===== config.mk =====
export PLATFORM = sky130hd
export DESIGN_NAME = interp_lin_flat
export DESIGN_NICKNAME = d
export VERILOG_FILES = /design/src/rtl/interp_pkg.sv /design/src/rtl/interp_lin_if.sv /design/src/rtl/interp_div.sv /design/src/rtl/interp_lin.sv /design/src/flat_wrapper.sv
export SDC_FILE = /design/constraint.sdc
export NUM_CORES = 1
export LEC_CHECK = 0
export CORE_AREA = 2 2 128 130
export CTS_BUF_LIST = sky130_fd_sc_hd__clkbuf_2
export CTS_CLUSTER_SIZE = 16
export DETAILED_ROUTE_END_ITERATION = 10
export DIE_AREA = 0 0 130 132
export PLACE_DENSITY = 0.81
export RECOVER_POWER = 100
export SLEW_MARGIN = 20
export SYNTH_ARGS = -nofsm -noshare
export SYNTH_HDL_FRONTEND = slang
export SYNTH_SLANG_ARGS = --single-unit

===== constraint.sdc =====
create_clock -name clock -period 6 [get_ports clock]
set_clock_uncertainty 0.1 [all_clocks]
set_input_delay 0.6 -clock clock [delete_from_list [all_inputs] [get_ports clock]]
set_output_delay 0.6 -clock clock [all_outputs]
set_load 0.02 [all_outputs]

===== src/rtl/interp_pkg.sv =====
// Shared definitions for the linear interpolator: mode encoding, RATIO legality
// margin, divider FSM states and the remainder-width helper.
package interp_pkg;

   typedef enum logic {
      INTERP_MODE_LINEAR = 1'b0,
      INTERP_MODE_HOLD   = 1'b1
   } interp_mode_e;

   // RATIO must leave room for the serial divide (WIDTH+3 clocks) inside one frame
   localparam int INTERP_RATIO_MARGIN = 4;

   typedef enum logic [1:0] {
      DIV_IDLE,
      DIV_RUN,
      DIV_FIX
   } div_state_e;

   // Remainder accumulator holds values up to 2*RATIO-2 before wrapping
   function automatic int interp_rem_w(input int ratio);
      return $clog2(2 * ratio);
   endfunction

endpackage


===== src/rtl/interp_lin_if.sv =====
// Sample-in / interpolated-out bus of interp_lin. The master drives samples and
// mode; the slave (the interpolator) returns in_ready and the output stream.
interface interp_lin_if #(parameter int WIDTH = 20);

   logic signed [WIDTH-1:0] in_data;
   logic                    in_valid;
   logic                    in_ready;
   logic                    mode;
   logic signed [WIDTH-1:0] interp_o;
   logic                    out_valid;

   modport master (output in_data, in_valid, mode,
                   input  in_ready, interp_o, out_valid);

   modport slave  (input  in_data, in_valid, mode,
                   output in_ready, interp_o, out_valid);

endinterface


===== src/rtl/interp_div.sv =====
// Serial restoring divide of a signed dividend by the constant RATIO, floored:
// quot = floor(dividend/RATIO), 0 <= rmd < RATIO. Result valid WIDTH+3 clocks after start.
module interp_div import interp_pkg::*; #(
   parameter int WIDTH = 20,
   parameter int RATIO = 50,
   parameter int RW    = interp_rem_w(RATIO)
) (
   input  logic                  clock,
   input  logic                  reset,
   input  logic                  start,
   input  logic signed [WIDTH:0] dividend,
   output logic signed [WIDTH:0] quot,
   output logic [RW-1:0]         rmd,
   output logic                  done
);

   localparam int N  = WIDTH + 1;
   localparam int CW = $clog2(N + 1);
   localparam logic [RW-1:0] R_V = RW'(RATIO);

   div_state_e state, state_nxt;
   logic          ld, st, fx;
   logic [N-1:0]  qs;
   logic [RW-1:0] pr;
   logic [RW-1:0] trial;
   logic          trial_ge;
   logic          neg;
   logic [CW-1:0] cnt;
   logic signed [WIDTH:0] mag;

   always_ff @(posedge clock) begin
      if (!reset) state <= DIV_IDLE;
      else        state <= state_nxt;
   end

   always_comb begin
      state_nxt = state;
      ld        = 1'b0;
      st        = 1'b0;
      fx        = 1'b0;
      case (state)
         DIV_IDLE: if (start) begin
            ld        = 1'b1;
            state_nxt = DIV_RUN;
         end
         DIV_RUN: begin
            st = 1'b1;
            if (cnt == CW'(N - 1)) state_nxt = DIV_FIX;
         end
         DIV_FIX: begin
            fx        = 1'b1;
            state_nxt = DIV_IDLE;
         end
         default: state_nxt = DIV_IDLE;
      endcase
   end

   // Partial remainder stays below RATIO, so the shifted trial fits in RW bits
   assign trial    = {pr[RW-2:0], qs[N-1]};
   assign trial_ge = (trial >= R_V);
   assign mag      = dividend[WIDTH] ? -dividend : dividend;

   always_ff @(posedge clock) begin
      if (!reset) begin
         qs   <= '0;
         pr   <= '0;
         neg  <= 1'b0;
         cnt  <= '0;
         quot <= '0;
         rmd  <= '0;
         done <= 1'b0;
      end else if (ld) begin
         qs   <= mag;
         pr   <= '0;
         neg  <= dividend[WIDTH];
         cnt  <= '0;
         done <= 1'b0;
      end else if (st) begin
         pr  <= trial_ge ? trial - R_V : trial;
         qs  <= {qs[N-2:0], trial_ge};
         cnt <= cnt + 1'b1;
      end else if (fx) begin
         // Floor correction: -uq-1 == ~uq, remainder folded back into [0,RATIO)
         if (neg) begin
            quot <= (pr == '0) ? -qs : ~qs;
            rmd  <= (pr == '0) ? '0 : R_V - pr;
         end else begin
            quot <= qs;
            rmd  <= pr;
         end
         done <= 1'b1;
      end
   end

endmodule


===== src/rtl/interp_lin.sv =====
// Linear / zero-order-hold interpolator, RATIO output samples per input sample.
// Define INTERP_UNDERRUN_EN to add the sticky underrun output.
module interp_lin import interp_pkg::*; #(
   parameter int WIDTH = 20,
   parameter int RATIO = 50
) (
   input  logic         clock,
   input  logic         reset,
   interp_lin_if.slave  bus
`ifdef INTERP_UNDERRUN_EN
   ,
   output logic         underrun
`endif
);

   localparam int PW = $clog2(RATIO);
   localparam int RW = interp_rem_w(RATIO);
   localparam logic [RW-1:0] R_V = RW'(RATIO);

   if (RATIO < WIDTH + INTERP_RATIO_MARGIN) begin : g_ratio_chk
      $error("interp_lin: RATIO must be at least WIDTH+4");
   end

   logic [PW-1:0]         phase;
   logic                  last;
   logic signed [WIDTH-1:0] pend, seg_b, acc;
   logic                  pend_ok, b_ok, ov;
   interp_mode_e          mode_q;
   logic signed [WIDTH:0] q, div_q, dvd, sum_v;
   logic [RW-1:0]         r, rem, div_r, rem_sum;
   logic                  div_done, carry;

   assign last          = (phase == PW'(RATIO - 1));
   assign bus.in_ready  = last;
   assign bus.interp_o  = acc;
   assign bus.out_valid = ov;

   // pend is the sample to become the next endpoint; seg_b the current one
   assign dvd = {pend[WIDTH-1], pend} - {seg_b[WIDTH-1], seg_b};

   interp_div #(.WIDTH(WIDTH), .RATIO(RATIO), .RW(RW)) u_div (
      .clock   (clock),
      .reset   (reset),
      .start   (phase == '0),
      .dividend(dvd),
      .quot    (div_q),
      .rmd     (div_r),
      .done    (div_done)
   );

   assign rem_sum = rem + r;
   assign carry   = (rem_sum >= R_V);
   assign sum_v   = {acc[WIDTH-1], acc} + q + (WIDTH+1)'(carry);

   always_ff @(posedge clock) begin
      if (!reset) begin
         phase   <= '0;
         pend    <= '0;
         seg_b   <= '0;
         acc     <= '0;
         q       <= '0;
         r       <= '0;
         rem     <= '0;
         pend_ok <= 1'b0;
         b_ok    <= 1'b0;
         ov      <= 1'b0;
         mode_q  <= INTERP_MODE_LINEAR;
      end else if (last) begin
         // Frame boundary: old endpoint starts the next segment
         phase   <= '0;
         acc     <= seg_b;
         seg_b   <= pend;
         if (bus.in_valid) pend <= bus.in_data;
         q       <= div_done ? div_q : '0;
         r       <= div_done ? div_r : '0;
         rem     <= '0;
         pend_ok <= pend_ok | bus.in_valid;
         b_ok    <= pend_ok;
         ov      <= ov | (b_ok & pend_ok);
         mode_q  <= interp_mode_e'(bus.mode);
      end else begin
         phase <= phase + 1'b1;
         if (mode_q == INTERP_MODE_LINEAR) begin
            acc <= sum_v[WIDTH-1:0];
            rem <= carry ? rem_sum - R_V : rem_sum;
         end
      end
   end

`ifdef INTERP_UNDERRUN_EN
   always_ff @(posedge clock) begin
      if (!reset)
         underrun <= 1'b0;
      else if (last && !bus.in_valid && (ov || (b_ok && pend_ok)))
         underrun <= 1'b1;
   end
`endif

endmodule


===== src/flat_wrapper.sv =====
// flat-port wrapper written by rule: the top's interface ports become plain ports
module interp_lin_flat import interp_pkg::*;
#(
   parameter int WIDTH = 20,
   parameter int RATIO = 50
)
  (clock, reset, bus_in_data, bus_in_valid, bus_mode, bus_in_ready, bus_interp_o, bus_out_valid);
  interp_lin_if #(.WIDTH(WIDTH)) bus_i ();
  input  logic clock;
  input  logic reset;
  input wire logic [$bits(bus_i.in_data)-1:0] bus_in_data;
  input wire logic [$bits(bus_i.in_valid)-1:0] bus_in_valid;
  input wire logic [$bits(bus_i.mode)-1:0] bus_mode;
  output wire logic [$bits(bus_i.in_ready)-1:0] bus_in_ready;
  output wire logic [$bits(bus_i.interp_o)-1:0] bus_interp_o;
  output wire logic [$bits(bus_i.out_valid)-1:0] bus_out_valid;
  assign bus_i.in_data = bus_in_data;
  assign bus_i.in_valid = bus_in_valid;
  assign bus_i.mode = bus_mode;
  assign bus_in_ready = bus_i.in_ready;
  assign bus_interp_o = bus_i.interp_o;
  assign bus_out_valid = bus_i.out_valid;
  interp_lin #(.WIDTH(WIDTH), .RATIO(RATIO)) u_core (.clock(clock), .reset(reset), .bus(bus_i));
endmodule

=== Word-level counts from Yosys, hierarchy flattened ===
Index checks and enable logic that the tools add are counted.

* Output and inout bits: 22
* Bits of input ports: 24
* Bits in registers: 168

* Equality and inequality tests: 7
* Muxes and demuxes: 20
* Reductions and logical operators: 10
* Add/sub/neg operators: 11
* Bitwise logic cells: 7
* Order comparisons: 2

{| class="wikitable"
|+ Operators with widths
! operator !! number
|-
| $mux W20 || 5
|-
| $mux W21 || 3
|-
| $mux W7 || 5
|-
| $neg A21 Y21 || 1
|-
| $sub A20 B20 Y21 || 1
|-
| $add A20 B1 Y20 || 1
|-
| $add A20 B20 Y20 || 1
|-
| $neg A20 Y20 || 1
|-
| $not A20 Y20 || 1
|-
| $ge A7 B6 Y1 const B || 2
|-
| $sub A7 B6 Y7 const B || 2
|-
| $add A7 B7 Y7 || 1
|-
| $logic_not A7 Y1 || 1
|-
| $sub A6 B7 Y7 const A || 1
|-
| $add A6 B1 Y6 const B || 1
|-
| $eq A6 B6 Y1 const B || 1
|-
| $logic_not A6 Y1 || 1
|-
| $ne A2 B2 Y1 const B || 3
|-
| $reduce_and A2 Y1 || 3
|-
| $add A5 B1 Y5 const B || 1
|-
| $eq A5 B5 Y1 const B || 1
|-
| $mux W1 || 4
|-
| $mux W2 || 2
|-
| $pmux W2 S2 || 1
|-
| 9 further kinds || 13
|}

=== Longest topological paths before layout ===
Gate-level depths: netlist of run 1.

* Depth after elaboration: 5
* Depth in mapped cells: 21
* Mapped depth without buffers: 21

=== By module ===
From an unflattened synthesis of run 1, not the netlist that was laid out.

* Cell total of the unflattened synthesis: 1,194
* Area, all modules: 9,843.2 µm²

{| class="wikitable"
|+ By module, submodules not included
! module !! cells an instance !! area an instance (µm²) !! instances
|-
| interp_lin || 752 || 6,218.5 || 1
|-
| interp_div || 442 || 3,624.7 || 1
|}

=== Worst setup path after synthesis of run 1 ===
Ideal clock, no wire load.

* Path type: flip-flop to flip-flop
* From: register u_core.rem[0]
* To: register u_core.acc[16] (netlist: u_core.bus.interp_o[16])
* Stages on the path, launching flop included: 22
* Buffers on the path: 0
* Setup slack: 1,264 ps
* Clock period less this slack: 4,736 ps
* Arrival time: 4,541 ps
* Required time: 5,805 ps
* Cells stage by stage: dfxtp_1 ha_1 fa_1 a21o_1 a21oi_1 o21bai_1 a21oi_1 xnor2_1 a21boi_0 nand2_1 fa_1 inv_1 fa_1 nor2b_1 o31a_1 o211ai_1 a21boi_0 o21ai_0 and3_1 nor3_1 or3b_2 a221oi_1

* Cells in the longest elaborated chain, start to end: 5

{| class="wikitable"
|+ Ends and longest elaborated chain
! element !! line !! RTL
|-
| start, declared || interp_lin.sv:30 || <nowiki>logic [RW-1:0] r, rem, div_r, rem_sum;</nowiki>
|-
| start signal, assigned || interp_lin.sv:85 || <nowiki>rem <= carry ? rem_sum - R_V : rem_sum;</nowiki>
|-
| $add A7 B7 Y7 || interp_lin.sv:51 || <nowiki>assign rem_sum = rem + r;</nowiki>
|-
| $ge A7 B6 Y1 || interp_lin.sv:52 || <nowiki>assign carry = (rem_sum >= R_V);</nowiki>
|-
| $add A20 B1 Y20 || interp_lin.sv:53 || <nowiki>assign sum_v = {acc[WIDTH-1], acc} + q + (WIDTH+1)'(carry);</nowiki>
|-
| $mux W20 || interp_lin.sv:83 || <nowiki>if (mode_q == INTERP_MODE_LINEAR) begin</nowiki>
|-
| $mux W20 || interp_lin.sv:68 || <nowiki>end else if (last) begin</nowiki>
|-
| end signal, assigned || interp_lin.sv:71 || <nowiki>acc <= seg_b;</nowiki>
|-
| end signal, assigned || interp_lin.sv:84 || <nowiki>acc <= sum_v[WIDTH-1:0];</nowiki>
|-
| end, declared || interp_lin.sv:26 || <nowiki>logic signed [WIDTH-1:0] pend, seg_b, acc;</nowiki>
|}

No other way between the ends. The select of a mux whose other input is x is not followed.
A chain may end at the register's enable or synchronous reset.

=== Worst setup path after layout of run 1 ===
Ends and elaborated chain as after synthesis.

==> flow_results.org, run 1 <==
** Global routing
- The via count of the first global-routing pass was 7901.
- Initial antenna violation count :: 1
- Entering global routing, the biggest net connects 60 pins.
- The first global-routing pass estimated 38.6 mm of wire.
- After global routing the overflow that remains totals 0.
- Across every metal layer, demand over resource in global routing totals 27.7%.

** STA
- Derived from the worst setup path, the maximum achievable clock frequency is 181 MHz.
- Actual slew at the worst max-slew pin :: 1.67 ns
- Number of setup violations in the final report :: 0
- Period Utilization, post-route :: 92.3%
- For the final routed database, the setup TNS stands at 0 ns.
- Clock period minus worst slack :: 5.54 ns
- The number of hold violations in the final report is 0.
- Number of pins exceeding their max-slew limit in the final report :: 36
- Hold timing on the final database bottoms out at a slack of 0.259 ns.
- Setup repair after global routing missed its margin :: false
- Headroom to the max-slew limit came out at -11.4%.

** Detailed routing
- The count of nets left with antenna violations once routing finished came out at 0.
- Residual DRC :: 0
- Total routed wirelength :: 23.2 mm
- Initial drt markers :: 654
- The routed layout has 8723 vias.
- Mean routed wirelength per cell :: 16.0 um
- Dividing the detail-routed via count by the number of cells gives 6.01.
- The first detailed-routing pass took 7 iterations.

** Flow run
- Max-Cap Viols :: 1

** Synth
- Synthesized instance count :: 1214
- Ys flop type :: sky130_fd_sc_hd__dfxtp_1
- The netlist uses 74 different library cells.
- Syn nets :: 1296
- Summing the areas of all compound-gate instances in the mapped netlist gives 24.9% of the synthesized area.
- Sequential cells were found to cover 34.7% of the synthesized design area.
- Post-synth top area share :: 34.7%
- Top cells by area in the synthesized netlist :: sky130_fd_sc_hd__dfxtp_1, sky130_fd_sc_hd__nand2_1, sky130_fd_sc_hd__ha_1
- Fraction of the mapped netlist area in adder cells :: 7.80%
- Ys async rst share :: 0%
- The synthesized netlist devotes 6.69% of its cell area to XOR and XNOR gates.
- During synthesis, Yosys emitted a total of 0 warnings.
- Area share of and/or/nand/nor cells after synthesis :: 20.4%
- Main combinational cell family by area after synthesis :: compound AO/OA/AOI/OAI gates
- In this run, synthesis inferred 0 flip-flops with an integrated enable.
- Mapped Avg Cell Area :: 7.98 um2
- Combined area of all synthesized cells :: 9690 um2
- Dominant cell type by area after synthesis :: sky130_fd_sc_hd__dfxtp_1
- Post-synthesis sequential element count :: 168
- After synthesis, the share of cell area in mux cells is 0.826%.

** Clock tree
- The tree is rooted in a sky130_fd_sc_hd__clkbuf_2.
- Resize count post-CTS :: 0
- Number of levels in the clock H-tree :: 4
- TritonCTS created 17 clock buffers.
- CTS sink count :: 168
- TritonCTS built the clock tree.
- Clock latency on the worst-skew pair, taken at its later pin, is 0.76 ns.
- Buffers added to address setup during post-CTS repair amount to 0.
- Number of hold buffers added after CTS :: 0
- Counting along the longest clock path gives a buffer depth of 2.
- Clock-pin slew was measured on the worst setup and hold paths at 0.27 ns.

** Worst hold path
- The tightest min-delay check is of the in2reg type.

** Finish
- Fraction of layout instances using a drive strength above 1 :: 4.38%
- Fill cell total of the finished layout :: 1393
- Compared with the post-synthesis result, the final layout area differs by 7.51%.
- The final layout contains 1302 nets.
- Number of standard cells in the final layout excluding fillers :: 1451

** Place
- Detailed placement ended at an HPWL of 16.7 mm.
- Cell Count Post-Placement :: 1417
- Input and output buffers added on the ports amount to 45.
- Placer congestion estimate :: 0.900

** Floorplan
- Once the floorplan was initialized, standard cells occupied 61.7% of the core.
- After floorplanning, the core was divided into 46 placement rows.
- Top-level I/O count :: 46
- The die is 132 um tall.
- Core area :: 15700 um2
- The die is 130 um wide.
- The floorplan step defined a die boundary enclosing 17200 um2.

** Power and ir drop
- Leakage dissipation :: 0.00404 uW
- In this run the power density over the cells is 190 nW/um2.
- VDD sags by at most 0.113 mV.
- Overall Power :: 1980 uW

** Setup path
- STA classifies the critical path startpoint as a register.
- Worst path arrival time :: 6.11 ns
- Critical path fanouts, max :: 4
- Worst Setup Path Type :: reg2reg
- The worst setup path is captured at a register.
- For the worst setup path, the data required time is 6.57 ns.

** Status
- Outcome :: finished with violations
- Violated checks :: max-capacitance violations, max-slew violations
critical path: stages (launching register included):
cell                       delay, ns
sky130_fd_sc_hd__dfxtp_1        0.38
sky130_fd_sc_hd__ha_1           0.22
sky130_fd_sc_hd__fa_1           0.40
sky130_fd_sc_hd__a21o_1         0.20
sky130_fd_sc_hd__a21oi_1        0.21
sky130_fd_sc_hd__o21bai_1       0.09
sky130_fd_sc_hd__a21oi_1        0.17
sky130_fd_sc_hd__xnor2_1        0.21
sky130_fd_sc_hd__a21boi_0       0.47
sky130_fd_sc_hd__nand2_1        0.22
sky130_fd_sc_hd__fa_1           0.49
sky130_fd_sc_hd__inv_1          0.10
sky130_fd_sc_hd__fa_1           0.18
sky130_fd_sc_hd__nor2b_1        0.07
sky130_fd_sc_hd__o31a_1         0.27
sky130_fd_sc_hd__o211ai_1       0.21
sky130_fd_sc_hd__a21boi_0       0.19
sky130_fd_sc_hd__o21ai_0        0.28
sky130_fd_sc_hd__and3_1         0.24
sky130_fd_sc_hd__nor3_1         0.06
sky130_fd_sc_hd__or3b_2         0.44
sky130_fd_sc_hd__a221oi_1       0.24
flip-flops by register name, summed over array words and instances (netlist names), 2 cells and up:
signal               flops
u_core.bus.interp_o     20
u_core.pend             20
u_core.phase             6
u_core.q                20
u_core.r                 7
u_core.rem               7
u_core.seg_b            20
u_core.u_div.cnt         5
u_core.u_div.pr          7
u_core.u_div.qs         21
u_core.u_div.quot       20
u_core.u_div.rmd         7
u_core.u_div.state       2
stage by stage:
stage          setup WS [ns]  cell area [um2]  utilization (%)
6_report               0.463            10400             66.3
5_1_grt               0.0606            10400             66.3
4_1_cts                0.498            10500             66.7
3_5_place_dp           0.598            10200             65.1
3_3_place_gp           0.749            10200             65.1
2_1_floorplan           1.26             9690                -
cell type report:
| class | instances | area [um2] | area share, % |
|---|---|---|---|
| timing repair buffer | 55 | 510 | 4.90 |
| clock inverter | 14 | 148 | 1.42 |
| sequential | 168 | 3360 | 32.3 |
| multi-input combinational | 927 | 5840 | 56.1 |
| tap | 216 | 270 | 2.59 |
| inverter | 51 | 193 | 1.85 |
| clock buffer | 18 | 90.1 | 0.865 |
| antenna | 2 | 5.00 | 0.0480 |
final timing paths:
| path | slack [ns] | start | cells past startpoint | to |
|---|---|---|---|---|
| hold / removal | 0.26 | bus_in_data[13] | 3 | u_core.pend[13] |
| setup / recovery | 0.46 | u_core.rem[0] | 21 | u_core.bus.interp_o[16] |
| hold reg to reg | 0.37 | u_core.u_div.rmd[6] | 1 | u_core.r[6] |
| setup reg to reg | 0.46 | u_core.rem[0] | 21 | u_core.bus.interp_o[16] |
placed cells by master, fill, tap and decap left out, types with 6 or more instances in the layout:
cell                              instances
sky130_fd_sc_hd__a211oi_1                54
sky130_fd_sc_hd__a21o_1                  17
sky130_fd_sc_hd__a21oi_1                115
sky130_fd_sc_hd__a22o_1                  24
sky130_fd_sc_hd__and3_1                  20
sky130_fd_sc_hd__buf_4                    6
sky130_fd_sc_hd__clkbuf_2                18
sky130_fd_sc_hd__clkdlybuf4s50_1         23
sky130_fd_sc_hd__dfxtp_1                168
sky130_fd_sc_hd__dlygate4sd3_1           22
sky130_fd_sc_hd__ha_1                    54
sky130_fd_sc_hd__inv_1                   50
sky130_fd_sc_hd__mux2i_1                  8
sky130_fd_sc_hd__nand2_1                192
sky130_fd_sc_hd__nand2b_1                10
sky130_fd_sc_hd__nand3_1                 33
sky130_fd_sc_hd__nand4_1                  8
sky130_fd_sc_hd__nor2_1                  90
sky130_fd_sc_hd__nor2b_1                  8
sky130_fd_sc_hd__nor3_1                  21
sky130_fd_sc_hd__nor4_1                   6
sky130_fd_sc_hd__o211ai_1                12
sky130_fd_sc_hd__o21a_1                   7
sky130_fd_sc_hd__o21ai_0                 48
sky130_fd_sc_hd__o31ai_1                 15
sky130_fd_sc_hd__or3_1                   14
sky130_fd_sc_hd__or4_1                    7
sky130_fd_sc_hd__xnor2_1                 30
sky130_fd_sc_hd__xor2_1                  44
synthesized netlist by cell type (all sizes together), types with 14 or more instances:
cell type	number
a211oi	55
a21o	17
a21oi	116
a22o	24
and3	21
clkbuf	64
dfxtp	168
ha	54
inv	50
nand2	192
nand3	33
nor2	90
nor3	21
o21ai	52
o31ai	15
or3	14
xnor2	30
xor2	44
kinds of logic (layout without fill, tap and decap cells):
group / count (synthesis) / count (layout)
other cells: 0 / 2
compound gates: 355 / 355
mux: 8 / 8
flops: 168 / 168
xor+xnor: 74 / 74
buf+inv: 119 / 138
fa+ha+maj: 58 / 58
simple gates: 432 / 432
power breakdown:
group	internal [uW]	total [uW]	switching [uW]
sequential	1140	1170	30.0
clock	198	615	417
combinational	70.7	190	119
metal layers:
metal	vias up	GRT usage [%]	share of wire (%)
met5	-	0	0
met2	208	43.0	45
met4	0	8.42	2.1
met1	4122	39.5	48
li1	4354	-	-
met3	39	4.55	5.0
Note: power is estimated with default switching activity, not from simulation.
==> inputs of run 2 (changes only) <==
- CORE_AREA: 2 2 128 130 -> 2 2 159 161
- DIE_AREA: 0 0 130 132 -> 0 0 161 163
- PLACE_DENSITY: 0.81 -> unset
==> run 2 against run 1 <==
  * The run still ends with max-capacitance violations, max-slew violations left
  * First-iteration DRC count fell by 5.2%
  * Cell count rose by 7.7%
  * Core utilization fell by 23 points
  * Clock power rose by 5.9%
==> flow_results.org, run 2 (synthesis results as in run 1) <==
** Power and ir drop
- Peak ir drop on the vdd network :: 0.122 mV
- For this design the ratio of total power to cell area is 191 nW/um2.
- Leakage dissipation :: 0.00405 uW
- Switching share of total power :: 28.5%
- Of the total power, combinational logic draws 9.8%.
- Internal power :: 1450 uW
- The clock network burns 32.2% of the power.
- Sequential cells burn 58.0% of the power.
- Switching Power :: 575 uW

** Setup path
- Master of the slowest instance on the critical path :: sky130_fd_sc_hd__or4_1
- In this design, the stage delay of the slowest critical-path cell is 0.62 ns.
- Critical path fanouts, max :: 4
- Crit path buf inv count :: 1
- Critical path capture point type :: register
- The critical path in this run is classified as reg2reg.
- Worst path arrival time :: 5.95 ns
- Number of cell instances on the worst register-to-register path :: 20
- Reg2Reg Launch Point :: u_core.r[1]
- Setup slack on the worst reg-to-reg path comes out at 0.61 ns.
- The signal on the critical path passes through ha_1 > a21o_1 > a21oi_1 > o21bai_1 > a21oi_1 > xor2_1 > or4_1 > nand2_1 > fa_1 > inv_1 > fa_1 > nor2b_1 > o31a_1 > o211ai_1 > a21boi_0 > o21ai_0 > and3_1 > o21ai_0 > or3b_2 > a221oi_1.
- Endpoint of the worst-slack reg-to-reg timing path :: u_core.bus.interp_o[16]
- Startpoint type of the worst setup path :: register
- In this design, the largest share of critical-path delay is due to compound AO/OA/AOI/OAI gates.
- For the worst setup path, the data required time is 6.56 ns.

** STA
- Clock period minus worst slack :: 5.39 ns
- Setup repair after global routing missed its margin :: false
- At the pin with the least slew margin, the transition time is 1.76 ns.
- The number of slew-limit violations in the final report came to 60.
- Final Hold Vio Count :: 0
- Period Utilization, post-route :: 89.8%
- Post-route setup TNS :: 0 ns
- Worst rel slew slack :: -17.9%
- Setup ws final :: 0.612 ns
- Number of setup violations in the final report :: 0
- Derived from the worst setup path, the maximum achievable clock frequency is 186 MHz.

** Clock tree
- Setup bufs post-CTS :: 0
- Buffers inserted to repair hold after CTS numbered 0.
- TritonCTS built the clock tree.
- Resize count post-CTS :: 0
- Clock latency on the worst-skew pair :: 0.76 ns
- Clock tree synthesis selected as its root buffer the cell sky130_fd_sc_hd__clkbuf_2.
- Number of levels in the clock H-tree :: 4
- Counting every sink on the clock net gives 168.
- Maximum buffer depth of the clock tree :: 2
- Counting the buffers created by CTS gives 17.
- Clock-pin slew was measured on the worst setup and hold paths at 0.25 ns.

** Global routing
- Global routing consumed, over all layers together, 19.6% of the routing resources.
- Wire length of the first global-routing pass :: 41.3 mm
- Aggregate global routing overflow :: 0
- Initial antenna violation count :: 1
- Largest net degree at the start of global routing :: 62
- The via count of the first global-routing pass came to 7737.

** Detailed routing
- Average vias per placed instance :: 5.43
- After detailed routing, the number of remaining DRC violations is 0.
- The first detailed-routing pass ran for 5 iterations.
- Routed Antenna Nets :: 0
- The routed design has 25.3 mm of wire.
- The routed layout has 8485 vias.
- In the final routed layout, each cell accounts on average for 16.2 um.
- Initial drt markers :: 620

** Worst hold path
- Class of the tightest hold or removal check :: in2reg
- Worst hold path depth :: 3
- Worst hold path endpoint :: u_core.pend[11]
- Hold_sp :: bus_in_data[11]

** Finish
- Most common library cell in the layout ignoring fill and taps :: sky130_fd_sc_hd__nand2_1
- Total number of nets in the final design :: 1303
- Fill cell total of the finished layout :: 2544
- Largest register by flop count :: u_core.u_div.qs
- The register with the most flip-flops in the layout has 21 of them.
- Most used cells in the layout excluding fill and tap cells :: sky130_fd_sc_hd__nand2_1, sky130_fd_sc_hd__dfxtp_1, sky130_fd_sc_hd__a21oi_1, sky130_fd_sc_hd__nor2_1, sky130_fd_sc_hd__ha_1
- Compared with the post-synthesis result, the final layout area differs by 9.28%.
- Fraction of layout instances using a drive strength above 1 :: 4.46%

** Floorplan
- The die is 161 um wide.
- Die height :: 163 um
- The initial utilization of the core area, before any placement, comes to 39.3%.
- The floorplan step defined a die boundary enclosing 26200 um2.
- The core region is 24700 um2.
- Top-level I/O count :: 46
- Number of core rows :: 58

** Place
- Once detailed placement completed, the half-perimeter wirelength came to 18.3 mm.
- Placer congestion estimate :: 0.855
- IO Port Bufs :: 45
- OpenSTA, run right after detailed placement, puts the worst setup slack at 0.632 ns.

** Flow run
- Max-Cap Viols :: 2

** Status
- Outcome :: finished with violations
- Violated checks :: max-capacitance violations, max-slew violations
## run 2: changes by cell type in the layout (fill, tap and decap cells not counted), moves of 2 or more
cell | before | now
sky130_fd_sc_hd__o21ai_0 | 48 | 46
sky130_fd_sc_hd__clkinv_2 | 2 | 0
sky130_fd_sc_hd__o21ai_1 | 4 | 6
sky130_fd_sc_hd__a211oi_1 | 54 | 52
sky130_fd_sc_hd__inv_6 | 4 | 2
## run 2: power groups by stage
stage	registers (uW)	clock network, uW	logic [uW]
after floorplan	1180	0	138
after global placement	1190	0	198
after detailed placement	1190	0	199
after CTS	1170	665	200
after global routing	1180	706	223
final	1170	651	198
## run 2: per-layer routing
layer / up-vias / wire length [um] / part of all wire [%] / global-route usage, %
met3: 19 / 846 / 3.3 / 2.85
met1: 3968 / 13000 / 52 / 28.3
li1: 4348 / - / - / -
met2: 150 / 11200 / 44 / 31.1
met4: 0 / 272 / 1.1 / 4.14
met5: - / 0 / 0 / 0
## run 2: worst reg2reg max path: stages (launching register included)
cell and delay, ns:
sky130_fd_sc_hd__dfxtp_1 0.44, sky130_fd_sc_hd__ha_1 0.25, sky130_fd_sc_hd__a21o_1 0.17, sky130_fd_sc_hd__a21oi_1 0.23, sky130_fd_sc_hd__o21bai_1 0.09, sky130_fd_sc_hd__a21oi_1 0.25
sky130_fd_sc_hd__xor2_1 0.18, sky130_fd_sc_hd__or4_1 0.62, sky130_fd_sc_hd__nand2_1 0.18, sky130_fd_sc_hd__fa_1 0.27, sky130_fd_sc_hd__inv_1 0.07, sky130_fd_sc_hd__fa_1 0.37
sky130_fd_sc_hd__nor2b_1 0.19, sky130_fd_sc_hd__o31a_1 0.19, sky130_fd_sc_hd__o211ai_1 0.11, sky130_fd_sc_hd__a21boi_0 0.29, sky130_fd_sc_hd__o21ai_0 0.18, sky130_fd_sc_hd__and3_1 0.21
sky130_fd_sc_hd__o21ai_0 0.17, sky130_fd_sc_hd__or3b_2 0.47, sky130_fd_sc_hd__a221oi_1 0.27
## run 2: cell type report
class | instances | area (um2) | area share (%)
antenna | 1 | 2.50 | 0.0236
clock buffer | 18 | 90.1 | 0.851
tap | 330 | 413 | 3.90
sequential | 168 | 3360 | 31.8
inverter | 51 | 193 | 1.82
clock inverter | 12 | 151 | 1.43
timing repair buffer | 56 | 519 | 4.90
multi-input combinational | 927 | 5860 | 55.3
## run 2: how the worst max path moves through the flow
stage                  startpoint                 endpoint  slack (ns)  depth (start not counted)
finish                u_core.r[1]  u_core.bus.interp_o[16]        0.61                         20
global route          u_core.r[1]  u_core.bus.interp_o[16]        0.04                         20
CTS                 u_core.rem[0]  u_core.bus.interp_o[16]        0.56                         21
detailed placement  u_core.rem[0]  u_core.bus.interp_o[16]        0.63                         21
global placement    u_core.rem[0]  u_core.bus.interp_o[16]        0.77                         21
floorplan           u_core.rem[0]  u_core.bus.interp_o[16]        1.26                         21
## run 2: through the flow
stage	hold WS [ns]	total power (uW)	std cells	utilization (%)	area, um2
after detailed placement	0.349	1390	1532	42.1	10400
after floorplan	0.325	1320	1214	-	9690
after CTS	0.187	2040	1562	43.1	10600
after global routing	0.179	2110	1563	42.9	10600
final	0.250	2020	1563	42.9	10600
after global placement	0.342	1390	1532	42.1	10400
==> inputs of run 3 (changes only) <==
- SLEW_MARGIN: 20 -> unset
==> results of run 3 <==
No change in the layout: final DEF, timing and power equal those of run 2.
